## config.mk

```make
export PLATFORM = sky130hd
export DESIGN_NAME = seq_hit_counter
export DESIGN_NICKNAME = d
export VERILOG_FILES = /design/src/rtl/seq_hit_counter_pkg.sv /design/src/rtl/seq_hit_counter_gate_timer.sv /design/src/rtl/seq_hit_counter.sv
export SDC_FILE = /design/constraint.sdc
export NUM_CORES = 1
export LEC_CHECK = 0
export ABC_AREA = 1
export ABC_CLOCK_PERIOD_IN_PS = 2300
export CORE_UTILIZATION = 25
export DETAILED_ROUTE_END_ITERATION = 8
export HOLD_SLACK_MARGIN = 0.12
export PLACE_DENSITY = 0.38
export SKIP_CTS_REPAIR_TIMING = 1
export SLEW_MARGIN = 20
export SYNTH_ARGS = -nofsm -noshare
export SYNTH_HDL_FRONTEND = slang
export SYNTH_SLANG_ARGS = --single-unit
```

## constraint.sdc

```tcl
create_clock -name clk -period 2.3 [get_ports clk]
set_input_delay 0.46 -clock clk [delete_from_list [all_inputs] [get_ports clk]]
set_output_delay 0.46 -clock clk [all_outputs]
set_load 0.05 [all_outputs]
```

## src/rtl/seq_hit_counter_pkg.sv

```systemverilog
// Shared definitions for the freqcnt hit counter: state encoding and default sizes.
package seq_hit_counter_pkg;

  localparam logic [1:0] IDLE = 2'd0;
  localparam logic [1:0] GATE = 2'd1;
  localparam logic [1:0] HOLD = 2'd2;

  typedef enum logic [1:0] {
    ST_IDLE = IDLE,
    ST_GATE = GATE,
    ST_HOLD = HOLD
  } state_e;

  localparam int DEF_GATE_CYCLES = 1000;
  localparam int DEF_CNT_W       = 16;

  // Timer must hold GATE_CYCLES-1; a one-cycle gate still needs one bit.
  function automatic int timer_w(input int n);
    return (n > 1) ? $clog2(n) : 1;
  endfunction

endpackage

```

## src/rtl/seq_hit_counter_gate_timer.sv

```systemverilog
// Gate window down-counter: load GATE_CYCLES-1, decrement on request, flag zero.
module gate_timer
  import seq_hit_counter_pkg::*;
#(
  parameter int GATE_CYCLES = DEF_GATE_CYCLES
) (
  input  logic clk,
  input  logic rst,
  input  logic load,
  input  logic dec,
  output logic last
);

  localparam int TW = timer_w(GATE_CYCLES);

  logic [TW-1:0] tmr_q, tmr_d;

  always_comb begin
    tmr_d = tmr_q;
    if (load)
      tmr_d = TW'(GATE_CYCLES - 1);
    else if (dec && (tmr_q != '0))
      tmr_d = tmr_q - TW'(1);
  end

  always_ff @(posedge clk) begin
    if (rst) tmr_q <= '0;
    else     tmr_q <= tmr_d;
  end

  assign last = (tmr_q == '0);

endmodule

```

## src/rtl/seq_hit_counter.sv

```systemverilog
// Gated match counter: counts hit pulses over a fixed window, offers result via valid/ready.
// state | meaning: IDLE wait for start | GATE counting hits | HOLD result offered, hits lost
module seq_hit_counter
  import seq_hit_counter_pkg::*;
#(
  parameter int GATE_CYCLES = DEF_GATE_CYCLES,
  parameter int CNT_W       = DEF_CNT_W
) (
  input  logic             clk,
  input  logic             rst,
  input  logic             hit,
  input  logic             start,
  input  logic             cont,
  input  logic             count_ready,
  output logic             busy,
  output logic [CNT_W-1:0] count,
  output logic             count_valid,
  output logic             overflow
);

  state_e             state_q, state_d;
  logic [CNT_W-1:0]   acc_q, acc_d, acc_nxt;
  logic               ovf_q, ovf_d, ovf_nxt;
  logic [CNT_W-1:0]   count_q, count_d;
  logic               overflow_q, overflow_d;
  logic               valid_q, valid_d;
  logic               busy_q, busy_d;
  logic               tmr_load, tmr_dec, tmr_last;

  gate_timer #(.GATE_CYCLES(GATE_CYCLES)) u_gate_timer (
    .clk  (clk),
    .rst  (rst),
    .load (tmr_load),
    .dec  (tmr_dec),
    .last (tmr_last)
  );

  // Saturating increment; the flag stays set for the rest of the window.
  always_comb begin
    acc_nxt = acc_q;
    ovf_nxt = ovf_q;
    if (hit) begin
      if (acc_q == {CNT_W{1'b1}}) ovf_nxt = 1'b1;
      else                        acc_nxt = acc_q + CNT_W'(1);
    end
  end

  always_comb begin
    state_d    = state_q;
    acc_d      = acc_q;
    ovf_d      = ovf_q;
    count_d    = count_q;
    overflow_d = overflow_q;
    valid_d    = valid_q;
    tmr_load   = 1'b0;
    tmr_dec    = 1'b0;
    case (state_q)
      ST_IDLE: begin
        if (start) begin
          state_d  = ST_GATE;
          acc_d    = '0;
          ovf_d    = 1'b0;
          tmr_load = 1'b1;
        end
      end
      ST_GATE: begin
        acc_d = acc_nxt;
        ovf_d = ovf_nxt;
        if (tmr_last) begin
          count_d    = acc_nxt;
          overflow_d = ovf_nxt;
          valid_d    = 1'b1;
          state_d    = ST_HOLD;
        end else begin
          tmr_dec = 1'b1;
        end
      end
      ST_HOLD: begin
        if (valid_q && count_ready) begin
          valid_d = 1'b0;
          if (cont) begin
            state_d  = ST_GATE;
            acc_d    = '0;
            ovf_d    = 1'b0;
            tmr_load = 1'b1;
          end else begin
            state_d = ST_IDLE;
          end
        end
      end
      default: state_d = ST_IDLE;
    endcase
    busy_d = (state_d != ST_IDLE);
  end

  always_ff @(posedge clk) begin
    if (rst) begin
      state_q    <= ST_IDLE;
      acc_q      <= '0;
      ovf_q      <= 1'b0;
      count_q    <= '0;
      overflow_q <= 1'b0;
      valid_q    <= 1'b0;
      busy_q     <= 1'b0;
    end else begin
      state_q    <= state_d;
      acc_q      <= acc_d;
      ovf_q      <= ovf_d;
      count_q    <= count_d;
      overflow_q <= overflow_d;
      valid_q    <= valid_d;
      busy_q     <= busy_d;
    end
  end

  assign busy        = busy_q;
  assign count       = count_q;
  assign count_valid = valid_q;
  assign overflow    = overflow_q;

endmodule

```

# After elaboration in Yosys (flattened, before gate mapping)
# Index checks and enable logic that the tools add are counted.
# op_classes
n_mux	28
n_addsub	2
eq_ne	7
reduce_logical	13
# op_table
cell	n
16-bit 2-to-1 mux	5
16-bit one-hot mux with 3 select lines	1
10-bit 2-to-1 mux	2
16-bit by 1-bit adder with 16-bit output, second input constant	1
16-bit equality test, second input constant	1
1-bit 2-to-1 mux	13
10-bit logical NOT	1
10-bit nonzero test	1
10-bit by 1-bit subtractor with 10-bit output, second input constant	1
2-bit != test, second input constant	4
2-bit 2-to-1 mux	3
2-bit one-hot mux with 3 select lines	1
2-bit nonzero test	3
1-bit one-hot mux with 2 select lines	2
4-bit AND reduction	1
1-bit one-hot mux with 3 select lines	1
3-bit AND reduction	1
3-bit nonzero test	1
2-bit by 1-bit equality test with 1-bit output, second input constant	1
2-bit equality test, second input constant	1
1-bit logical AND	2
2-bit logical NOT	1
2-bit AND reduction	1
2-bit OR reduction	1
# totals
inputBits	6
out_inout_bits	19
regBits	48
elab_cells	59

# Depth between registers and ports, before layout
# Gate-level depths: netlist of the first run.
# depth
ltp_word	6
depth_mapped	11
mapped_depth_nobuf	11

# Cells and area by module
# Synthesis of the first run repeated with hierarchy kept, for this count alone.
# unflattened
hier_cells	416
hier_area_um2	2692.6
# modules_own_cells
module	area_per_inst_um2	seq_area_each_um2	instances	cells_per_inst
seq_hit_counter	2063.2	760.7	1	320
gate_timer	629.4	200.2	1	96

# Worst setup path before layout of the first run
# Ideal clock, no wire load.
# synth_path
path_kind	reg2reg
start	register valid_q, in the netlist count_valid
end	register u_gate_timer.tmr_q[9]
path_stages_with_launch	8
synth_period_minus_slack_ns	1.523
required_ns	2.190
n_path_buf	0
setup_slack_ns	0.777
arrival_ns	1.413
cell_sequence	dfxtp_1 -> nand2_1 -> nor3_1 -> a21oi_2 -> nand3_1 -> nand3_1 -> nand2_1 -> inv_1
# synth_via
elab_chain_cells	4
elab_cells_between_ends	5
cone_classes	3 x mux; 2 x reduce/logical
# synth_lines
element	line_no	rtl
start, declared	seq_hit_counter.sv:26	logic valid_q, valid_d;
start signal, assigned	seq_hit_counter.sv:111	valid_q <= valid_d;
1-bit logical AND (*)	seq_hit_counter.sv:79	if (valid_q && count_ready) begin
1-bit 2-to-1 mux (*)	seq_hit_counter.sv:79	
1-bit one-hot mux with 2 select lines (*)	seq_hit_counter.sv:57	case (state_q)
10-bit 2-to-1 mux / 2-bit nonzero test (equally long branches)	n/a	
end signal, assigned	seq_hit_counter_gate_timer.sv:28	else tmr_q <= tmr_d;
end, declared	seq_hit_counter_gate_timer.sv:16	logic [TW-1:0] tmr_q, tmr_d;
# Mark *: on every way between the ends. The rest lies on a longest branch, timed or not.
# A chain may end at the register's enable or synchronous reset.

# Final worst setup path of the first run
# layout_path
start	register count_q[7], in the netlist count[7]
end	output port count[7]
# layout_lines
element	line_no	rtl
start, declared	seq_hit_counter.sv:24	logic [CNT_W-1:0] count_q, count_d;
start signal, assigned	seq_hit_counter.sv:109	count_q <= count_d;
end, declared	seq_hit_counter.sv:16	output logic [CNT_W-1:0] count,
# No word-level cell between the ends.

==> results of run 1 <==
-- flip-flops by register name, summed over array words and instances, names as in the netlist --
name	count
acc_q	16
busy	1
count	16
count_valid	1
overflow	1
ovf_q	1
state_q	2
u_gate_timer.tmr_q	10
-- final cells by class --
type                       instances  area [um^2]
sequential                        48          961
fill                            1183         7140
multi-input combinational        305         1380
inverter                          61          229
timing repair buffer              30          285
clock inverter                     2         35.0
tap                              136          170
clock buffer                       6         72.6
-- per-layer routing --
| metal | vias up | routed length, um | global-route usage |
|---|---|---|---|
| met1 | 1122 | 3710 | 0.187 |
| met3 | 5 | 145 | 0.0243 |
| met4 | 0 | 59 | 0.0392 |
| li1 | 1387 | - | - |
| met5 | - | 0 | 0 |
| met2 | 20 | 3340 | 0.225 |
-- tightest hold or removal path: cells and delay by family, from the launching register on --
kind	cells	cell delay, ps
and+or+nand+nor	1	70
AOI/OAI and AO/OA	1	60
DFF	1	340
-- synthesized netlist by cell type (all sizes together) --
master and instances:
nand2 121, nor2 70, inv 61, dfxtp 48, nand3 40, a21oi 26, o21ai 23, nand4 9
buf 7, clkbuf 5, nor3 5, ha 3, o21bai 2, xor2 2, a21o 1, o211ai 1
or2 1, xnor2 1
-- through the flow --
stage,instance area [um^2],std cells
floorplan,2640,426
global placement,3030,580
detailed placement,3030,580
CTS,3140,588
global route,3140,588
finish,3140,588
-- worst max path at each step --
stage                 from                     to  slack (ps)
2_1_floorplan  count_valid  u_gate_timer.tmr_q[9]         780
3_3_place_gp           hit              count[13]         250
3_5_place_dp           hit              acc_q[12]         200
4_1_cts           count[7]               count[7]         270
5_1_grt           count[7]               count[7]         230
6_report          count[7]               count[7]         280
-- power breakdown --
group / total, uW / internal [uW] / switching (uW)
sequential: 902 / 871 / 30.5
clock: 642 / 324 / 318
combinational: 384 / 123 / 262
total: 1930 / 1320 / 610
-- logic make-up (layout without fill, tap and decap cells) --
| group | Yosys count | count (layout) | synth area share |
|---|---|---|---|
| AND/OR/NAND/NOR | 246 | 246 | 0.393 |
| buffers and inverters | 73 | 99 | 0.111 |
| AO/OA/AOI/OAI | 53 | 53 | 0.108 |
| flip-flops | 48 | 48 | 0.364 |
| adder cells (fa/ha/maj) | 3 | 3 | 0.0142 |
| XOR/XNOR | 3 | 3 | 0.00997 |
==> results.txt, run 1 <==
The slowest stage of the critical path belongs to the cell sky130_fd_sc_hd__clkdlybuf4s50_1. In this run the number of H-tree levels came out at 2. The total of buffers placed on input and output ports is 24.

The buffers plus inverters on the worst setup path is 1. The layout cell share with drive strength beyond 1 came out at 0.0509. In the final routed layout, each cell accounts on average for approximately 12 um. The post-layout net count came out at 460. The cell depth of the worst flop-to-flop path is 10. Along the worst hold path, the cell count comes to 2. In the routed design, unresolved DRC markers number 0.

The total grt overflow is 0. Walking the worst path, the cells encountered are clkdlybuf4s50_1. In this run the critical register-to-register path is launched from acc_q[1]. TritonCTS built the clock tree. The number of placement rows came out at 37. The average cell area after synthesis came out at roughly 6.2 um^2. The insertion delay to the later sink of the worst-skew pair came out at between 300 and 400 ps. The total of flip-flops plus latches after synthesis came out at 48. STA puts the critical path data arrival time at 1560 ps. Across the run, the number of max-cap violations was 0.

The share of the synthesized area in the top cell type came out at 0.364. The worst clock skew on the final layout came out at 7.76 ps. The synthesis-to-finish area growth came out at 19.0%. Leaving out fill and tap cells, the most frequent cells in the layout are sky130_fd_sc_hd__nand2_1, sky130_fd_sc_hd__nor2_1, sky130_fd_sc_hd__inv_1. The total number of vias came out at 2534. The routability congestion estimate from global placement came out at ~0.77. Across all register-to-register paths, the minimum setup slack is ~560 ps.

The cell sitting at the root of the clock tree is a sky130_fd_sc_hd__clkbuf_8. The maximum single-stage delay on the critical path came out at about 830 ps. The final-report hold violation count came out at 0. Summed over all instances, the cell type with the most area after synthesis is sky130_fd_sc_hd__dfxtp_1. The clock passes through at most 2 buffers. At the end of the flow the core is filled with cells to 0.305. The initial antenna violation count came to 0. The power density over the cells is a little over 600 nW/um^2. The I/O pin count came out at 25. The number of DRC markers in iteration 0 is 108. The startpoint identified for the worst hold timing path is acc_q[15].

The final count of pins violating max slew came to 0. Along the worst path, the maximum fanout reaches 2. In the final timing run, aggregate negative setup slack is 0 ps. The gate count of the mapped netlist is between 400 and 500.

The wire length of the first global-routing pass is 12000 um. After layout, the design draws a total of between 1500 and 2000 uW. STA classifies the critical path startpoint as a flop. The count of antenna diodes in the layout is 0. The mapped cell area came out at 2640 um^2. The placeable core region came out at around 10000 um^2. The fmax came out at roughly 500 MHz. Dividing the final minimum period by the clock period gives 0.878.

The unique cell type count in the Yosys netlist came out at 28. The slew at the pin closest to its max-slew limit is 514 ps. The total nets after synthesis came out at roughly 440. The type of the tightest min-delay check is flop to flop. The critical path depth in cells is 1. The worst register-to-register path ends at count[3]. The total routing resource utilization after global routing is 0.139. Setup repair after global routing left no endpoint under its margin. The run finished with clean final reports.

The die covers around 11000 um^2. The starting utilization of the core area came out at 0.257. The category of the critical setup timing path is flop to output port.

Ranked by total cell area, the synthesized netlist is headed by sky130_fd_sc_hd__dfxtp_1, sky130_fd_sc_hd__nand2_1, sky130_fd_sc_hd__nor2_1. The number of global-route vias before repair is between 2000 and 2500. The number of warning messages in the yosys log is 0. The die height is about 100 um. The die width came out at approximately 100 um. For this run, the register share of the synthesized area comes to 0.364. The final-layout worst hold slack came out at ~500 ps. The clock input transition at the sequential cells of the worst setup and hold paths is roughly 100 ps. Entering global routing, the biggest net connects 29 pins. The final antenna-violating net count came out at 0.

The terminating pin of the worst hold path is acc_q[15]. For this run, the detailed router's first-pass iteration total came to 4. After detailed routing, the number of vias per cell comes to 4.31.

The setup slack after placement came out at between 200 and 250 ps. Across all setup checks in the final design, the least slack found is around 280 ps. Broken down by cell family, the worst path's largest delay share belongs to buffers and inverters. The number of clock buffers inserted by TritonCTS came out at 5. The worst setup path is captured at an output port. The normalized max-slew margin is 0.656. The number of clock sinks seen by CTS is between 40 and 50. The data required time of the critical path is 1840 ps. The final period demand of the worst path is a little over 2000 ps.

For this design the static power due to leakage is 0.00130 uW. Leaving out fill and tap cells, the most frequent cell in the layout is sky130_fd_sc_hd__nand2_1. The number of setup violations in the final report came out at 0.

The total wire length after detailed routing is between 7000 and 8000 um. The half-perimeter wire length after placement came out at around 5300 um. The worst supply voltage drop on vdd is between 0.0002 and 0.00025 V.
Power figures use the tool's default switching activity.
==> run 2, diff against run 1 <==
Settings changed: CTS_CLUSTER_DIAMETER set to 60.
==> results of run 2 <==
The final DEF is identical to that of run 1; final timing and power are the same.
==> run 3, diff against run 2 <==
Settings changed: ABC_CLOCK_PERIOD_IN_PS 2300 to 2000, GPL_ROUTABILITY_DRIVEN set to 0.
Clock period 2.3 ns to 2 ns, I/O delays scaled along.
==> run 3 against run 2 <==
Against the previous run: die area unchanged; non-clock buffer count increased by 15; clock-buffer cell count did not move; design area up 4.0%; critical path type unchanged; largest power group unchanged.
==> results.txt, run 3 (synthesized netlist as in run 1, its figures left out) <==
The number of instances on the worst hold path is 2 (unchanged). The fmax came out at approximately 520 MHz. The die width is 105 um (unchanged).

The clock input transition at the sequential cells of the worst setup and hold paths is 100 ps (about the same). The type of the tightest min-delay check is flop to flop. The summed negative setup slack over all endpoints was 0 ps (unchanged).

The worst register-to-register path begins at u_gate_timer.tmr_q[0]. The total number of vias is 2587 (+2.1%). TritonCTS built the clock tree. The worst path arrival time was 1530 ps (-30 ps). The placeable core region is 10300 um^2 (unchanged). The total routing resource utilization after global routing is 0.139 (about the same).

The critical path depth in cells came out at 1 (unchanged). The remaining routing DRC violations came out at 0 (unchanged). The worst supply voltage drop on vdd is 0.000421 V (+81%).

The max-capacitance violation count is 0 (unchanged). The synthesis-to-finish area growth is 23.7%. The final period demand of the worst path is roughly 1900 ps. The number of setup violations in the final report came to 0 (unchanged). The slew at the pin closest to its max-slew limit came out at 524 ps (+10.5 ps). The die height came to 105 um (unchanged).

CTS placed an instance of sky130_fd_sc_hd__clkbuf_8 at the clock tree root. The buffers plus inverters on the worst setup path is 1 (unchanged). The worst-case clock buffer depth came out at 2 (unchanged).

The area of the die is 11000 um^2 (unchanged). The average wire per cell in the routed design came out at 12.1 um (-1.6%). In this run the critical register-to-register path is captured at busy. The element type at the critical path end is an output port. The number of clock buffers inserted by TritonCTS is 5 (unchanged).

The final count of pins violating max slew is 0 (unchanged). The power density over the cells is 682 nW/um^2 (+11%). For this design, the slowest cell found on the critical path is sky130_fd_sc_hd__clkdlybuf4s50_1. The number of clock sinks seen by CTS was 48 (unchanged). STA classifies the critical path startpoint as a flop. The detailed-router iteration count before antenna repair was 4 (unchanged). The number of inserted filler cells in the final layout came out at 1176 (-0.59%).

The area of combinational cells with multiple inputs is 1380 um^2 (unchanged). The maximum single-stage delay on the critical path is 830 ps (about the same). Setup repair after global routing left no endpoint under its margin.

The I/O pin count came out at 25 (unchanged). The share of the core filled with cells in the final layout is 0.317 (+0.0122). The startpoint identified for the worst hold timing path is u_gate_timer.tmr_q[5]. The total number of H-tree levels came out at 2 (unchanged). The total grt overflow is 0 (unchanged). The footprint of the flip-flops and latches is 961 um^2 (unchanged). The critical path goes through clkdlybuf4s50_1. The insertion delay to the later sink of the worst-skew pair is 310 ps (about the same). The number of global-route vias before repair came out at 2414 (+3.4%). The library cell used most frequently in the layout, excluding fill and tap cells, is sky130_fd_sc_hd__nand2_1.

The initial antenna violation count was 0 (unchanged). The starting utilization of the core area was 0.257 (unchanged). The biggest fanout along the worst timing path came to 2 (unchanged). The final-report hold violation count came out at 0 (unchanged). For hold timing, the worst endpoint is u_gate_timer.tmr_q[5]. The total wire length after detailed routing came out at 7320 um (+0.91%). The setup path with the least slack is of type flop to output port. The setup slack after placement is -1.04 ps (-205 ps).

The routed via count divided by cell count came out at 4.29 (-0.45%). The total of buffers placed on input and output ports was 24 (unchanged). The normalized max-slew margin is 0.649 (-0.00724). The leakage dissipation came out at 0.00138 uW (+6.2%). The gate family responsible for the most delay along the worst path is buffers and inverters. The wire length of the first global-routing pass came to 12100 um (+1.0%). The half-perimeter wire length after placement came out at 5520 um (+4.1%). The post-layout net count is 475 (+3.3%). The cell depth of the worst flop-to-flop path is 8 (-2). The layout cell share with drive strength beyond 1 came to 0.0814 (+0.0305). The smallest setup slack after layout came out at 73.7 ps (-207 ps).

The number of DRC markers in iteration 0 came out at 52 (-52%). The reg-to-reg setup timing slack is 250 ps (-310 ps). The worst clock skew on the final layout came out at 12.8 ps (+5.06 ps). The largest net degree at the start of global routing is 29 (unchanged). The count of antenna diodes in the layout came out at 0 (unchanged).

The data required time of the critical path came out at 1600 ps (-240 ps). The portion of the clock cycle consumed by the worst path in the final layout came out at 0.963. The top cell types in the final layout, fill and taps aside, are sky130_fd_sc_hd__nand2_1, sky130_fd_sc_hd__nor2_1, sky130_fd_sc_hd__inv_1. The number of placement rows came out at 37 (unchanged). The flow ran to the end, and the final reports show no timing, DRC or antenna violations. The final antenna-violating net count came out at 0 (unchanged).
[run 3: per-stage QoR]
stage | cells | hold slack [ps] | total power, uW | area [um^2]
after floorplan | 426 | 466 | 1380 | 2640
after global placement | 595 | 481 | 1520 | 3150
after detailed placement | 595 | 492 | 1520 | 3150
after CTS | 603 | 507 | 2260 | 3260
after global routing | 603 | 533 | 2340 | 3260
final | 603 | 506 | 2220 | 3260
[run 3: area by class of cell]
type / instances / area share
Clock inverter: 2 / 0.0107
Clock buffer: 6 / 0.0222
Sequential cell: 48 / 0.295
Multi-Input combinational cell: 305 / 0.424
Timing Repair Buffer: 45 / 0.126
Inverter: 61 / 0.0702
Tap cell: 136 / 0.0522
[run 3: how the worst max path moves through the flow]
stage	startpoint	endpoint	slack, ps
3_3_place_gp	hit	acc_q[12]	60
3_5_place_dp	hit	acc_q[12]	-1
6_report	count[7]	count[7]	70
4_1_cts	count[7]	count[7]	60
2_1_floorplan	count_valid	u_gate_timer.tmr_q[9]	480
5_1_grt	count[7]	count[7]	40
[run 3: where the power goes]
part | switching [uW] | internal, uW | leakage [uW]
Clock | 358 | 372 | 0.0000552
Sequential | 33.2 | 1000 | 0.000390
Combinational | 305 | 154 | 0.000938
Total | 696 | 1530 | 0.00138
[run 3: routing by layer]
layer	vias to the layer above	global-route usage	routed length [um]
met1	1148	0.176	3700
li1	1409	-	-
met2	25	0.242	3380
met3	5	0.0256	174
met4	0	0.0332	68
met5	-	0	0
==> RTL change 1, RTL diff (config.mk and constraints of run 3) <==
Change the package constant `DEF_CNT_W` from 16 to 18.
--- a/src/rtl/seq_hit_counter_pkg.sv
+++ b/src/rtl/seq_hit_counter_pkg.sv
@@ -12,7 +12,7 @@
   } state_e;
 
   localparam int DEF_GATE_CYCLES = 1000;
-  localparam int DEF_CNT_W       = 16;
+  localparam int DEF_CNT_W       = 18;
 
   // Timer must hold GATE_CYCLES-1; a one-cycle gate still needs one bit.
   function automatic int timer_w(input int n);
Ports: changed (resized count); port bits go from 25 to 27. No check against the original RTL was run, so the function may have changed too.
==> RTL change 1 against run 3 <==
- final area up 11%
- total power up 12%
- count of clock-buffer cells in the layout unchanged
- synthesized area up 13%
- fmax up 3.7%
- utilization down 0.27 points
- wire length up 9.7%
- clock power up 35%
- sequential cell count up 4
- setup slack better by 0.068 ns
- final cell count up 5.3%
- largest cell class unchanged
- largest power group unchanged
==> RTL change 1: results (changes against run 3) <==
- Placed inst area: 3440 sq um (+9.1%)
- Total wire length: 8030 um (+9.7%)
- Seq pwr: 1110 uW (+7%)
- Total GRT Usage: 13.9% (+0.066 points)
- Vias in the first global route: 2,714 (+12%)
- CP endpoint: count[11]
- Crit path from: count[11]
- Clock root buffer: clkbuf_16
- Hold Crit Start: ovf_q
- First DRT Iteration DRCs: 99 (+90%)
- Synth top cells by count: nand2_1 (135), inv_1 (66), dfxtp_1 (52)
- Cells after DPL: 627 (+5.4%)
- Avg Cell Area, Syn: 6.51 sq um (+5.1%)
- Seq/Total Area, Yosys: 35.1% (-1.4 points)
- # port buffers: 26 (+8.3%)
- First-pass GRT wire length: 13,700 um (+13%)
- Hold Path End: ovf_q
- Top delay family on crit path: buffers and inverters
- Main combinational cell family by area after synthesis: simple AND/OR/NAND/NOR gates
- Vias per inst: 4.45 (+3.8%)
- Worst EP arrival: 1.46 ns (-0.07 ns)
- FF-to-FF Start: acc_q[1]
- Compound-Gate Fraction of Synth Area: 14.3% (+3.6 points)
- Syn. warnings: 0 (unchanged)
- Clock network fraction of total power: 39.4% (+6.6 points)
- Leak Pwr: 0.00158 uW (+14%)
- Worst hold margin: 0.463 ns (-0.0427 ns)
- Status: completed
- Worst reg-to-reg path cell count: 10 (+2)
- Layout cells sized above 1: 11.0% (+2.8 points)
- Synth unique cells: 35 (+25%)
- Ranking of synthesized cells by area: dfxtp_1 (35%), nand2_1 (17%), inv_1 (8.4%), nand3_1 (7.6%), a21oi_1 (4.9%)
- Pint: 1810 uW (+18%)
- Skew-Pair Late Insertion Delay: 0.29 ns (-0.02 ns)
- Ant. Diodes: 0 (unchanged)
- Hold Path Depth: 2 (unchanged)
- Crit path largest cell delay: 0.81 ns (-0.02 ns)
- Relative slew margins: 66.1% (+1.2 points)
- Worst-path maximum fanout: 2 (unchanged)
- Clock Skews: 0.00863 ns (-0.00420 ns)
- Fmax: 538 MHz (+3.7%)
- # nets final: 500 (+5.3%)
- Combinational power share: 16.2% (-4.4 points)
- Place WS: -0.0521 ns (-0.0510 ns)
- Total CTS buffers: 5 (unchanged)
- Largest net degree at the start of global routing: 23 (-21%)
- Adder-Cell Fraction of Synth Area: 1.27% (-0.16 points)
- Post-synthesis xor/xnor area fraction: 0.295% (-0.70 points)
- R2R Path End: count[13]
- DP HPWL: 6180 um (+12%)
- Wire per inst: 12.6 um (+4.2%)
- Slowest-stage cell, CP: clkdlybuf4s50_1
- Worst IR Drop VDD: 0.000319 V (-24%)
- Worst-path clk slew: 0.07 ns (-0.03 ns)
- Worst min path class: flop to flop
- Mapped Nets: 465 (+6.9%)
-- RTL change 1: tightest hold or removal path: cells and delay by family (launching register included) --
| kind | cells | cell delay, ns |
|---|---|---|
| flops | 1 | 0.31 |
| simple gates | 1 | 0.06 |
| compound gates | 1 | 0.05 |
-- RTL change 1: final cells by class --
cell class	count	area (sq um)
clock buffers	6	129
clock inverters	2	35.0
fillers	1260	7860
inverters	70	263
multi-input cells	318	1550
flip-flops and latches	52	1040
well taps	143	179
repair buffers	44	408
-- RTL change 1: cell families (layout without fill, tap and decap cells) --
logic type	Yosys count	count (layout)
AOI/OAI and AO/OA	73	73
xor gates and xnor gates	1	1
adders and majority gates	3	3
buffers and inverters	86	122
DFF	52	52
and+or+nand+nor	241	241
-- RTL change 1: layer usage --
layer	track usage, %	wire length (um)	up-vias
met5	0	0	-
met4	3.91	107	0
met2	23.4	3680	44
met3	2.41	272	8
met1	18.3	3970	1271
li1	-	-	1504
==> RTL change 2, RTL diff (settings of run 3) <==
Without the edit above. Make the reset (`rst`) asynchronous in 2 clocked blocks.
--- a/src/rtl/seq_hit_counter_gate_timer.sv
+++ b/src/rtl/seq_hit_counter_gate_timer.sv
@@ -23,7 +23,7 @@
       tmr_d = tmr_q - TW'(1);
   end
 
-  always_ff @(posedge clk) begin
+  always_ff @(posedge clk or posedge rst) begin
     if (rst) tmr_q <= '0;
     else     tmr_q <= tmr_d;
   end
--- a/src/rtl/seq_hit_counter.sv
+++ b/src/rtl/seq_hit_counter.sv
@@ -93,7 +93,7 @@
     busy_d = (state_d != ST_IDLE);
   end
 
-  always_ff @(posedge clk) begin
+  always_ff @(posedge clk or posedge rst) begin
     if (rst) begin
       state_q    <= ST_IDLE;
       acc_q      <= '0;
Function: differs if rst is asserted again (counterexample within 4 cycles, from zero or initial values and one cycle with rst high); with rst held inactive, the same outputs for 10 cycles.
==> RTL change 2 against run 3 <==
- sequential cell count is the same
- critical path depth did not move
- setup slack improved by 0.022 ns
- synthesized area grew 1.4%
- final cell count down 11%
- final area hardly changed
- wire length decreased by 11%
- critical path type unchanged
Power is not compared: it rests on default switching activity, and its combinational part moved more than twofold at a synthesized area within 25%.
==> RTL change 2: results (changes against run 3) <==
- Status: completed
- Seq. cell area: 1200 sq um (+25%)
- Ranking of synthesized cells by area: dfrtp_1 (45%), nand2_1 (23%), nand3_1 (4.7%), inv_1 (3.4%), o21ai_0 (3.0%)
- First-pass GRT wire length: 11,000 um (-8.8%)
- Worst min path class: input port to async pin
- Vias per inst: 4.25 (-0.86%)
- Total GRT Usage: 12.5% (-1.3 points)
- Share of the synthesized area in the top cell type: 44.9% (+8.5 points)
- Synth top cells by count: nand2_1 (167), dfrtp_1 (48), nand3_1 (25)
- Clock Skews: 0.0117 ns (-0.00110 ns)
- Switching Share: 43.6%
- Adder-Cell Fraction of Synth Area: 1.40% (-0.020 points)
- # fillers: 1,122 (-4.6%)
- Syn. warnings: 0 (unchanged)
- Multi-input gates: 281 (-7.9%)
- Vias: 2,284 (-12%)
- CTS Buffer Depth: 2 (unchanged)
- Seq/Total Area, Yosys: 44.9% (+8.5 points)
- Compound-Gate Fraction of Synth Area: 5.05% (-5.7 points)
- Worst EP arrival: 1.50 ns (-0.03 ns)
- Avg Cell Area, Syn: 7.31 sq um (+18%)
- Worst-path maximum fanout: 2 (unchanged)
- Total wire length: 6480 um (-11%)
- Signal inverters: 29 (-52%)
- Clock-cell share of area: 3.72% (+0.42 points)
- # nets final: 409 (-14%)
- Leak Pwr: 0.00157 uW
- Top delay family on crit path: buffers and inverters
- Cells after DPL: 529 (-11%)
- Place WS: 0.127 ns (+0.128 ns)
- Total CTS buffers: 5 (unchanged)
- Number of signal-net buffers in the layout: 35 (-22%)
- First DRT Iteration DRCs: 66 (+27%)
- Largest net degree at the start of global routing: 18 (-38%)
- Final Core Density: 31.6% (-0.12 points)
- DP HPWL: 4800 um (-13%)
- Placed inst area: 3140 sq um (-0.44%)
- Async SR Flop Fraction: 100% (+100 points)
- Relative slew margins: 66.3% (+1.4 points)
- Vias in the first global route: 2,220 (-8.0%)
- H-tree levels: 2 (unchanged)
- Mapped Nets: 375 (-14%)
- Post-synthesis xor/xnor area fraction: 2.95% (+2.0 points)
- Layout cells sized above 1: 10.5% (+2.3 points)
- Multi-input gate share of total cell area: 40.2% (-2.2 points)
- Slowest-stage cell, CP: clkdlybuf4s50_1
- Non-clk buf share: 10.7% (-1.8 points)
RTL change 2: cell types whose count changed in the layout (fill, tap and decap cells not counted), moves of 4 or more:
cell	change
xor2_1	+5
a21oi_1	-22
nor2_1	-47
inv_2	+4
nand2_2	+6
inv_1	-36
o21ai_1	+5
o21ai_0	-4
nand3_1	-15
nand2_1	+46
buf_4	-11
dfrtp_1	+48
dfxtp_1	-48
RTL change 2: worst paths after layout:
kind                                start        end  slack [ns]  cells past startpoint
worst min register to register  count[11]  count[11]        0.48                      2
min in group clk                count[11]  count[11]        0.48                      2
worst max-delay path             count[0]   count[0]         0.1                      1
worst min-delay path                  rst   count[3]        0.40                      2
max in group asynchronous             rst   count[9]        1.14                      3
worst max register to register   acc_q[0]   acc_q[1]        0.41                      8
RTL change 2: routing by layer:
layer  wire length (um)  up-vias  track usage [%]
li1                   -     1219                -
met1               3300     1038             16.8
met4                 59        0             3.32
met2               2990       22             20.5
met3                132        5             2.35
met5                  0        -                0
